[config.mk]
export PLATFORM = sky130hd
export DESIGN_NAME = snake_ctrl
export DESIGN_NICKNAME = d
export VERILOG_FILES = /design/src/rtl/snake_ctrl.sv
export SDC_FILE = /design/constraint.sdc
export NUM_CORES = 1
export LEC_CHECK = 0
export BUFFER_PORTS_ARGS = -buffer_cell sky130_fd_sc_hd__clkbuf_2
export CORE_MARGIN = 2
export CORE_UTILIZATION = 63
export CTS_CLUSTER_DIAMETER = 150
export DETAILED_ROUTE_END_ITERATION = 8
export PLACE_DENSITY = 0.84
export SYNTH_ARGS = -nofsm -noshare
export SYNTH_HDL_FRONTEND = slang
export SYNTH_SLANG_ARGS = --single-unit
[constraint.sdc]
create_clock -name clk -period 27.5 [get_ports clk]
set_input_delay 1.375 -clock clk [delete_from_list [all_inputs] [get_ports clk]]
set_output_delay 1.375 -clock clk [all_outputs]
set_load 0.05 [all_outputs]
[src/rtl/snake_ctrl.sv]
// -----------------------------------------------------------------------------
// snake_ctrl -- movement, growth and collision control for a snake game.
//
// The body is a MAX_LEN-entry X/Y shift buffer (index 0 = head) with a live
// length register. Each move_tick advances the head one cell in the pending
// direction and shifts the body behind it. Eating grows the snake and raises
// a one-cycle gen_food request. A wall hit freezes the snake until reset.
//
// Optional feature macro: SNAKE_SELF_COLLIDE_EN
//   Defined   : the head running into its own body also ends the game.
//   Undefined : only the play-area walls end the game.
//
// Ports
//   clk             system clock, rising edge
//   rst             synchronous active-high reset
//   move_tick       one-cycle pulse: advance the snake by one cell
//   btn_up/down/left/right  level direction requests (up > down > left > right)
//   food_X, food_Y  current food cell
//   c_pixel, r_pixel  column/row of the pixel being drawn
//   gen_food        one-cycle request for a new food cell
//   game_over       sticky collision flag
//   snake_prnt      current pixel is covered by a live segment
//   score           food eaten since reset, saturating at 0xFF
// -----------------------------------------------------------------------------
module snake_ctrl #(
    parameter int MAX_LEN = 16
) (
    input  logic       clk,
    input  logic       rst,
    input  logic       move_tick,
    input  logic       btn_up,
    input  logic       btn_down,
    input  logic       btn_left,
    input  logic       btn_right,
    input  logic [7:0] food_X,
    input  logic [7:0] food_Y,
    input  logic [7:0] c_pixel,
    input  logic [7:0] r_pixel,
    output logic       gen_food,
    output logic       game_over,
    output logic       snake_prnt,
    output logic [7:0] score
);

    // Play area, inclusive bounds.
    localparam logic [7:0] X_MIN = 8'h10;
    localparam logic [7:0] X_MAX = 8'h90;
    localparam logic [7:0] Y_MIN = 8'h0A;
    localparam logic [7:0] Y_MAX = 8'h6E;

    localparam int               LEN_W    = $clog2(MAX_LEN + 1);
    localparam logic [LEN_W-1:0] LEN_MAX  = LEN_W'(MAX_LEN);
    localparam logic [LEN_W-1:0] LEN_INIT = LEN_W'(3);

    typedef enum logic [1:0] {RUN, EAT, DEAD} state_t;
    typedef enum logic [1:0] {DIR_UP, DIR_DOWN, DIR_LEFT, DIR_RIGHT} dir_t;

    state_t           state;
    state_t           state_next;
    dir_t             cur_dir;
    dir_t             pend_dir;
    dir_t             pend_next;
    dir_t             req_dir;
    dir_t             dir_after;
    logic             req_valid;
    logic [LEN_W-1:0] len;
    logic [7:0]       seg_x [MAX_LEN];
    logic [7:0]       seg_y [MAX_LEN];
    logic [7:0]       next_x;
    logic [7:0]       next_y;
    logic             wall_hit;
    logic             self_hit;
    logic             collide;
    logic             food_hit;
    logic             do_shift;
    logic             do_eat;
    logic             pix_in_area;

    function automatic dir_t opposite(input dir_t d);
        unique case (d)
            DIR_UP:   opposite = DIR_DOWN;
            DIR_DOWN: opposite = DIR_UP;
            DIR_LEFT: opposite = DIR_RIGHT;
            default:  opposite = DIR_LEFT;
        endcase
    endfunction

    // Candidate head cell for the next move; 8-bit wrap is caught by the wall test.
    always_comb begin
        // NOTE: every combinational output gets a default first so no path
        // leaves it unassigned, which would otherwise infer a latch.
        next_x = seg_x[0];
        next_y = seg_y[0];
        unique case (pend_dir)
            DIR_UP:   next_y = seg_y[0] - 8'd1;
            DIR_DOWN: next_y = seg_y[0] + 8'd1;
            DIR_LEFT: next_x = seg_x[0] - 8'd1;
            default:  next_x = seg_x[0] + 8'd1;
        endcase
    end

    assign wall_hit = (next_x < X_MIN) || (next_x > X_MAX) ||
                      (next_y < Y_MIN) || (next_y > Y_MAX);
    assign food_hit = (next_x == food_X) && (next_y == food_Y);

`ifdef SNAKE_SELF_COLLIDE_EN
    // Segment len-1 vacates its cell on this very move, so only 1..len-2 count.
    always_comb begin
        self_hit = 1'b0;
        for (int i = 1; i < MAX_LEN; i++) begin
            if ((i + 2 <= int'(len)) && (seg_x[i] == next_x) && (seg_y[i] == next_y))
                self_hit = 1'b1;
        end
    end
`else
    assign self_hit = 1'b0;
`endif

    // Wall (or body) hit takes priority over eating on the same move.
    assign collide = wall_hit | self_hit;

    // FSM next state and Moore outputs.
    always_comb begin
        state_next = state;
        gen_food   = 1'b0;
        game_over  = 1'b0;
        do_shift   = 1'b0;
        do_eat     = 1'b0;
        unique case (state)
            RUN: begin
                if (move_tick) begin
                    if (collide) begin
                        state_next = DEAD;
                    end else begin
                        do_shift = 1'b1;
                        if (food_hit) begin
                            do_eat     = 1'b1;
                            state_next = EAT;
                        end
                    end
                end
            end
            EAT: begin
                // move_tick is dropped here, not deferred.
                gen_food   = 1'b1;
                state_next = RUN;
            end
            DEAD: begin
                game_over = 1'b1;
            end
            default: begin
                state_next = RUN;
            end
        endcase
    end

    // Direction request. The reversal test is made against the heading the
    // snake will have after this edge, so a request sampled on the same cycle
    // as a turn cannot sneak in a U-turn.
    always_comb begin
        req_valid = btn_up | btn_down | btn_left | btn_right;
        if (btn_up)        req_dir = DIR_UP;
        else if (btn_down) req_dir = DIR_DOWN;
        else if (btn_left) req_dir = DIR_LEFT;
        else               req_dir = DIR_RIGHT;
        dir_after = do_shift ? pend_dir : cur_dir;
        pend_next = pend_dir;
        if (req_valid && (req_dir != opposite(dir_after)))
            pend_next = req_dir;
    end

    // NOTE: sequential state uses non-blocking assignments so every register
    // samples pre-edge values; the shift loop depends on this.
    always_ff @(posedge clk) begin
        if (rst) begin
            state    <= RUN;
            cur_dir  <= DIR_RIGHT;
            pend_dir <= DIR_RIGHT;
            len      <= LEN_INIT;
            score    <= 8'h00;
            // NOTE: the segment buffer is reset entry by entry because the
            // starting body position is visible state, not scratch storage.
            for (int i = 0; i < MAX_LEN; i++) begin
                seg_x[i] <= 8'h00;
                seg_y[i] <= 8'h00;
            end
            seg_x[0] <= 8'h30;
            seg_y[0] <= 8'h40;
            seg_x[1] <= 8'h2F;
            seg_y[1] <= 8'h40;
            seg_x[2] <= 8'h2E;
            seg_y[2] <= 8'h40;
        end else begin
            state <= state_next;
            if (state != DEAD)
                pend_dir <= pend_next;
            if (do_shift) begin
                cur_dir  <= pend_dir;
                seg_x[0] <= next_x;
                seg_y[0] <= next_y;
                for (int i = 1; i < MAX_LEN; i++) begin
                    seg_x[i] <= seg_x[i-1];
                    seg_y[i] <= seg_y[i-1];
                end
            end
            if (do_eat) begin
                if (len != LEN_MAX)
                    len <= len + LEN_W'(1);
                if (score != 8'hFF)
                    score <= score + 8'd1;
            end
        end
    end

    // Pixel coverage: only live segments, and never outside the play area.
    assign pix_in_area = (c_pixel >= X_MIN) && (c_pixel <= X_MAX) &&
                         (r_pixel >= Y_MIN) && (r_pixel <= Y_MAX);

    always_comb begin
        snake_prnt = 1'b0;
        if (pix_in_area) begin
            for (int i = 0; i < MAX_LEN; i++) begin
                if ((i < int'(len)) && (seg_x[i] == c_pixel) && (seg_y[i] == r_pixel))
                    snake_prnt = 1'b1;
            end
        end
    end

endmodule

==> impl_metrics.ini, run 1 <==
[clocking]
clkTransAtPathRegs_ps = 60
htree_levels = 1
cts_resized = 0
cts_buffers = 30
clockBufferDepth = 3
cts_hold_repair.buffers = 0
clk_latency_ps = 550
cts_root_buf = clkbuf_16
cts_tree = built
post_cts_buffers = 0
cts.sinks = 275

[finish]
final_cell_mix = 256 x edfxtp_1, 156 x xnor2_1, 138 x xor2_1
drive_above_1_share = 0.0851
nNetsFinal = 1295
antenna_cells = 0
syn_to_final_growth_pct = 8.53
fillers = 1538
final_common_cell = edfxtp_1
final_util = 0.697

[sta]
hold_viol = 0
period_minus_slack_ps = 6400
maxSlewHeadroom = 0.318
tns_ps = 0
worst_pin_slew_ps = 1020
finalCritPeriodShare = 0.233
finalClockSkew_ps = 16.8
grt_setup_unrepaired = no
max_freq_mhz = 156
finalSetupViolCount = 0
drv_slew = 0

[setup_path]
arrival_ps = 6570
crit_path_start_kind = flip-flop
crit_required_ps = 27670
endpoint_kind = flip-flop
worstPathMaxFanout = 83
critical_path_class = flip-flop to flip-flop

[drt]
wl_met1_mm = 13.5
ant_nets = 0
viasPerCell = 6.34
dr_total_vias = 9855
wl_mm = 34.8
route.detailed.drc = 0
first_iter_violations = 1315
met3_length_mm = 2.84
dr.pass1.iters = 6
highest_layer = met4
wl_met2_mm = 17.5
wl_per_cell_um = 22.4

[pwr]
max-vdd-ir-drop_v = 0.0000559
power_density_mw_per_mm2 = 71.9
leakagePower_nw = 6.14

[logic_synthesis]
synthFlopType = edfxtp_1
synthArstFlopShare = 0
seq_area_frac_synth = 0.553
synth_edf_count = 256
syn_avg_cell_area_um2 = 11.6
syn_nets = 1306
ys_seq_elements = 275
yosys_warnings = 0
ys_types = 63
syn-cell-area_mm2 = 0.0146
netlist_instances = 1256

[placement]
gp_congestion = 0.923
io_buffers = 49
place.detailed.hpwl_mm = 21.5

[die]
pin_count = 50
coreArea_mm2 = 0.0227
die_y_um = 156
initial_core_util = 0.642
die_area_mm2 = 0.0244
fp-row-count = 55
die_w_um = 156

[grt]
grt_usage = 0.287
grt_pass1_wl_mm = 53.7
grt_max_degree = 116
antenna_found_initial = 0
grt_pass1_vias = 9806
grt-ovfl-total = 0

[outcome]
status = complete, no violations

[run]
cap_viol_max_count = 0

[min_path]
hold_class = flip-flop to flip-flop
==> sequential cells by signal, indices dropped and copies added (netlist names) <==
register / count
cur_dir: 2
pend_dir: 2
len: 5
score: 8
seg_x: 128
state: 2
seg_y: 128
==> metal layers <==
metal / track usage / up-vias
li1: - / 4463
met1: 0.380 / 4837
met2: 0.488 / 470
met3: 0.0444 / 85
met4: 0.0983 / 0
met5: 0 / -
==> cell usage after synthesis (all sizes together), types with 6 or more instances <==
master | instances | area share
clkbuf | 84 | 0.022
ha | 10 | 0.0086
dfxtp | 19 | 0.026
nand2 | 56 | 0.014
nand4 | 44 | 0.019
or3 | 6 | 0.0026
nand3 | 18 | 0.0070
buf | 15 | 0.0053
a21oi | 22 | 0.0075
o21ai | 17 | 0.0058
inv | 12 | 0.0031
and3 | 135 | 0.058
mux2i | 10 | 0.0069
nor2b | 100 | 0.043
nor4 | 43 | 0.018
xnor2 | 157 | 0.095
xor2 | 138 | 0.083
edfxtp | 256 | 0.53
nor3 | 11 | 0.0041
nor2 | 45 | 0.012
==> power by group <==
part           switching (mW)  leakage [nW]  internal, mW  total (mW)
sequential             0.0386          2.81         0.518       0.557
combinational           0.112          2.85        0.0722       0.185
clock                   0.162         0.475         0.235       0.397
==> cell type report <==
| cell class | instances | area [um^2] | area share |
|---|---|---|---|
| Tap cell | 285 | 357 | 0.0225 |
| Sequential cell | 275 | 8070 | 0.509 |
| Clock inverter | 16 | 156 | 0.00988 |
| Timing Repair Buffer | 56 | 300 | 0.0190 |
| Multi-Input combinational cell | 870 | 6100 | 0.385 |
| Inverter | 12 | 46.3 | 0.00292 |
| Clock buffer | 40 | 810 | 0.0511 |
==> critical path, cell delays in order, from the launching register on <==
cell and delay (ps):
dfxtp_1 530, inv_1 160, nor2_1 310, inv_1 220
ha_1 390, and3_1 230, a211oi_1 390, o21ai_0 240
mux2i_1 220, xor2_1 220, o211a_1 260, nand2_1 180
o21ai_4 790, buf_4 880, buf_4 900
==> logic make-up after synthesis <==
kind of cell | synth area share
adder cells (fa/ha/maj) | 0.00995
buffers and inverters | 0.0300
other | 0.000257
AO/OA/AOI/OAI | 0.0365
AND/OR/NAND/NOR | 0.186
flip-flops | 0.553
multiplexers | 0.00686
XOR/XNOR | 0.178
==> per-stage QoR <==
stage / instances / area (um^2) / worst slack (ps) / power, mW / hold WS (ps)
after floorplan: 1256 / 14600 / 5740 / 0.724 / 439
after global placement: 1498 / 14900 / 21500 / 0.736 / 459
after detailed placement: 1498 / 14900 / 21220 / 0.744 / 479
after CTS: 1554 / 15800 / 21220 / 1.14 / 487
after global routing: 1554 / 15800 / 20670 / 1.18 / 509
final: 1554 / 15800 / 21100 / 1.14 / 493
==> worst paths after layout <==
| check | start | to | slack, ps | cells past startpoint |
|---|---|---|---|---|
| max | pend_dir[0] | seg_x[0][83] | 21100 | 14 |
| min | state[0] | state[1] | 490 | 1 |
| max reg2reg | pend_dir[0] | seg_x[0][83] | 21100 | 14 |
| min reg2reg | state[0] | state[1] | 490 | 1 |
Note: power is estimated with default switching activity, not from simulation.
==> run 2, diff against run 1 <==
==> constraint.sdc (replaced) <==
create_clock -name clk -period 6 [get_ports clk]
set_input_delay 0.3 -clock clk [delete_from_list [all_inputs] [get_ports clk]]
set_output_delay 0.3 -clock clk [all_outputs]
set_load 0.05 [all_outputs]
==> impl_metrics.ini, run 2 (synthesis results as in run 1) <==
[outcome]
status = complete, no violations

[setup_path]
worstPathMaxFanout = 110
rrSetupSlack_ps = 1440
endpoint_kind = flip-flop
r2r_cells = 14
critical_path_class = flip-flop to flip-flop
regToRegStartpoint = pend_dir[0]
crit_path_start_kind = flip-flop
r2r-end = score[7]
crit_required_ps = 6450
arrival_ps = 5010
cp-endpoint = score[7]
crit_path_start = pend_dir[0]

[placement]
place.detailed.hpwl_mm = 21.4
gp_congestion = 0.889
io_buffers = 49
place_ws_ps = 1510

[grt]
antenna_found_initial = 1
grt_max_degree = 111
grt_pass1_vias = 9697
grt_usage = 0.284
grt_pass1_wl_mm = 52.9
grt-ovfl-total = 0

[pwr]
total_power_mw = 5.13
power_density_mw_per_mm2 = 323
leakagePower_nw = 6.13
max-vdd-ir-drop_v = 0.000260

[sta]
finalSetupViolCount = 0
finalClockSkew_ps = 16.8
period_minus_slack_ps = 4560
worst_pin_slew_ps = 1180
finalCritPeriodShare = 0.760
hold_viol = 0
grt_setup_unrepaired = no
fin_ws_ps = 1440
drv_slew = 0
maxSlewHeadroom = 0.209
max_freq_mhz = 219

[clocking]
cts_hold_repair.buffers = 0
cts_buffers = 28
clk_latency_ps = 550
post_cts_buffers = 0
cts_resized = 0
cts.sinks = 275
htree_levels = 1
clkTransAtPathRegs_ps = 60
clockBufferDepth = 3
cts_root_buf = clkbuf_16
cts_tree = built

[drt]
viasPerCell = 6.27
route.detailed.drc = 0
first_iter_violations = 1049
dr_total_vias = 9744
ant_nets = 0
wl_mm = 34.4
dr.pass1.iters = 8
wl_per_cell_um = 22.2

[min_path]
hold_class = primary input to flip-flop

[finish]
final_common_cell = edfxtp_1
multi_input_area_mm2 = 0.00614
seqCellArea_mm2 = 0.00807
fillers = 1571
final_cell_mix = 256 x edfxtp_1, 155 x xnor2_1, 138 x xor2_1
reg_top3 = seg_x: 128 flops, seg_y: 128 flops, score: 8 flops
syn_to_final_growth_pct = 8.73
nNetsFinal = 1295
drive_above_1_share = 0.0987

[die]
die_w_um = 156
die_area_mm2 = 0.0244
coreArea_mm2 = 0.0227
fp-row-count = 55
die_y_um = 156
pin_count = 50
initial_core_util = 0.642

[run]
cap_viol_max_count = 0
## run 2: how the worst min path moves through the flow
stage | start | endpoint | slack, ps | cells after the start
6_report | move_tick | state[1] | 60 | 3
5_1_grt | move_tick | state[1] | 90 | 3
4_1_cts | move_tick | state[1] | 50 | 3
3_5_place_dp | state[0] | state[1] | 510 | 1
3_3_place_gp | state[0] | state[1] | 500 | 1
2_1_floorplan | state[0] | state[1] | 440 | 1
## run 2: critical path, stage by stage, from the launching register on
cell and delay [ps]:
dfxtp_1 490, inv_1 200, nor2_4 190, inv_2 110
ha_1 340, and3_1 190, a211oi_2 300, o21ai_1 140
mux2i_1 190, xor2_1 250, o211a_1 260, and2_4 800
nand3_4 270, or4_1 550, a21oi_1 150
## run 2: metal layers
layer | global-route usage | routed length [um]
met1 | 0.361 | 13500
met5 | 0 | 0
met2 | 0.476 | 16700
met3 | 0.0683 | 2880
met4 | 0.111 | 1270
## run 2: report_power, final
part | internal (mW) | switching, mW
Clock | 0.992 | 0.728
Combinational | 0.344 | 0.503
Sequential | 2.37 | 0.188
## run 2: layout make-up
cell class | instances | share of cell area
diodes | 1 | 0.000158
clock buffers | 35 | 0.0484
clock inverters | 17 | 0.00875
repair buffers | 58 | 0.0215
multi-input cells | 870 | 0.387
flip-flops and latches | 275 | 0.509
inverters | 12 | 0.00292
well taps | 285 | 0.0225
## run 2: through the flow
stage,TNS (ps),instance area [um^2],utilization,cells,hold WS [ps]
2_1_floorplan,-229550,14700,-,1256,439
3_3_place_gp,0,15000,0.659,1500,500
3_5_place_dp,0,15000,0.659,1500,507
4_1_cts,0,15900,0.698,1552,50.4
5_1_grt,0,15900,0.698,1552,88.4
6_report,0,15900,0.699,1553,56.9
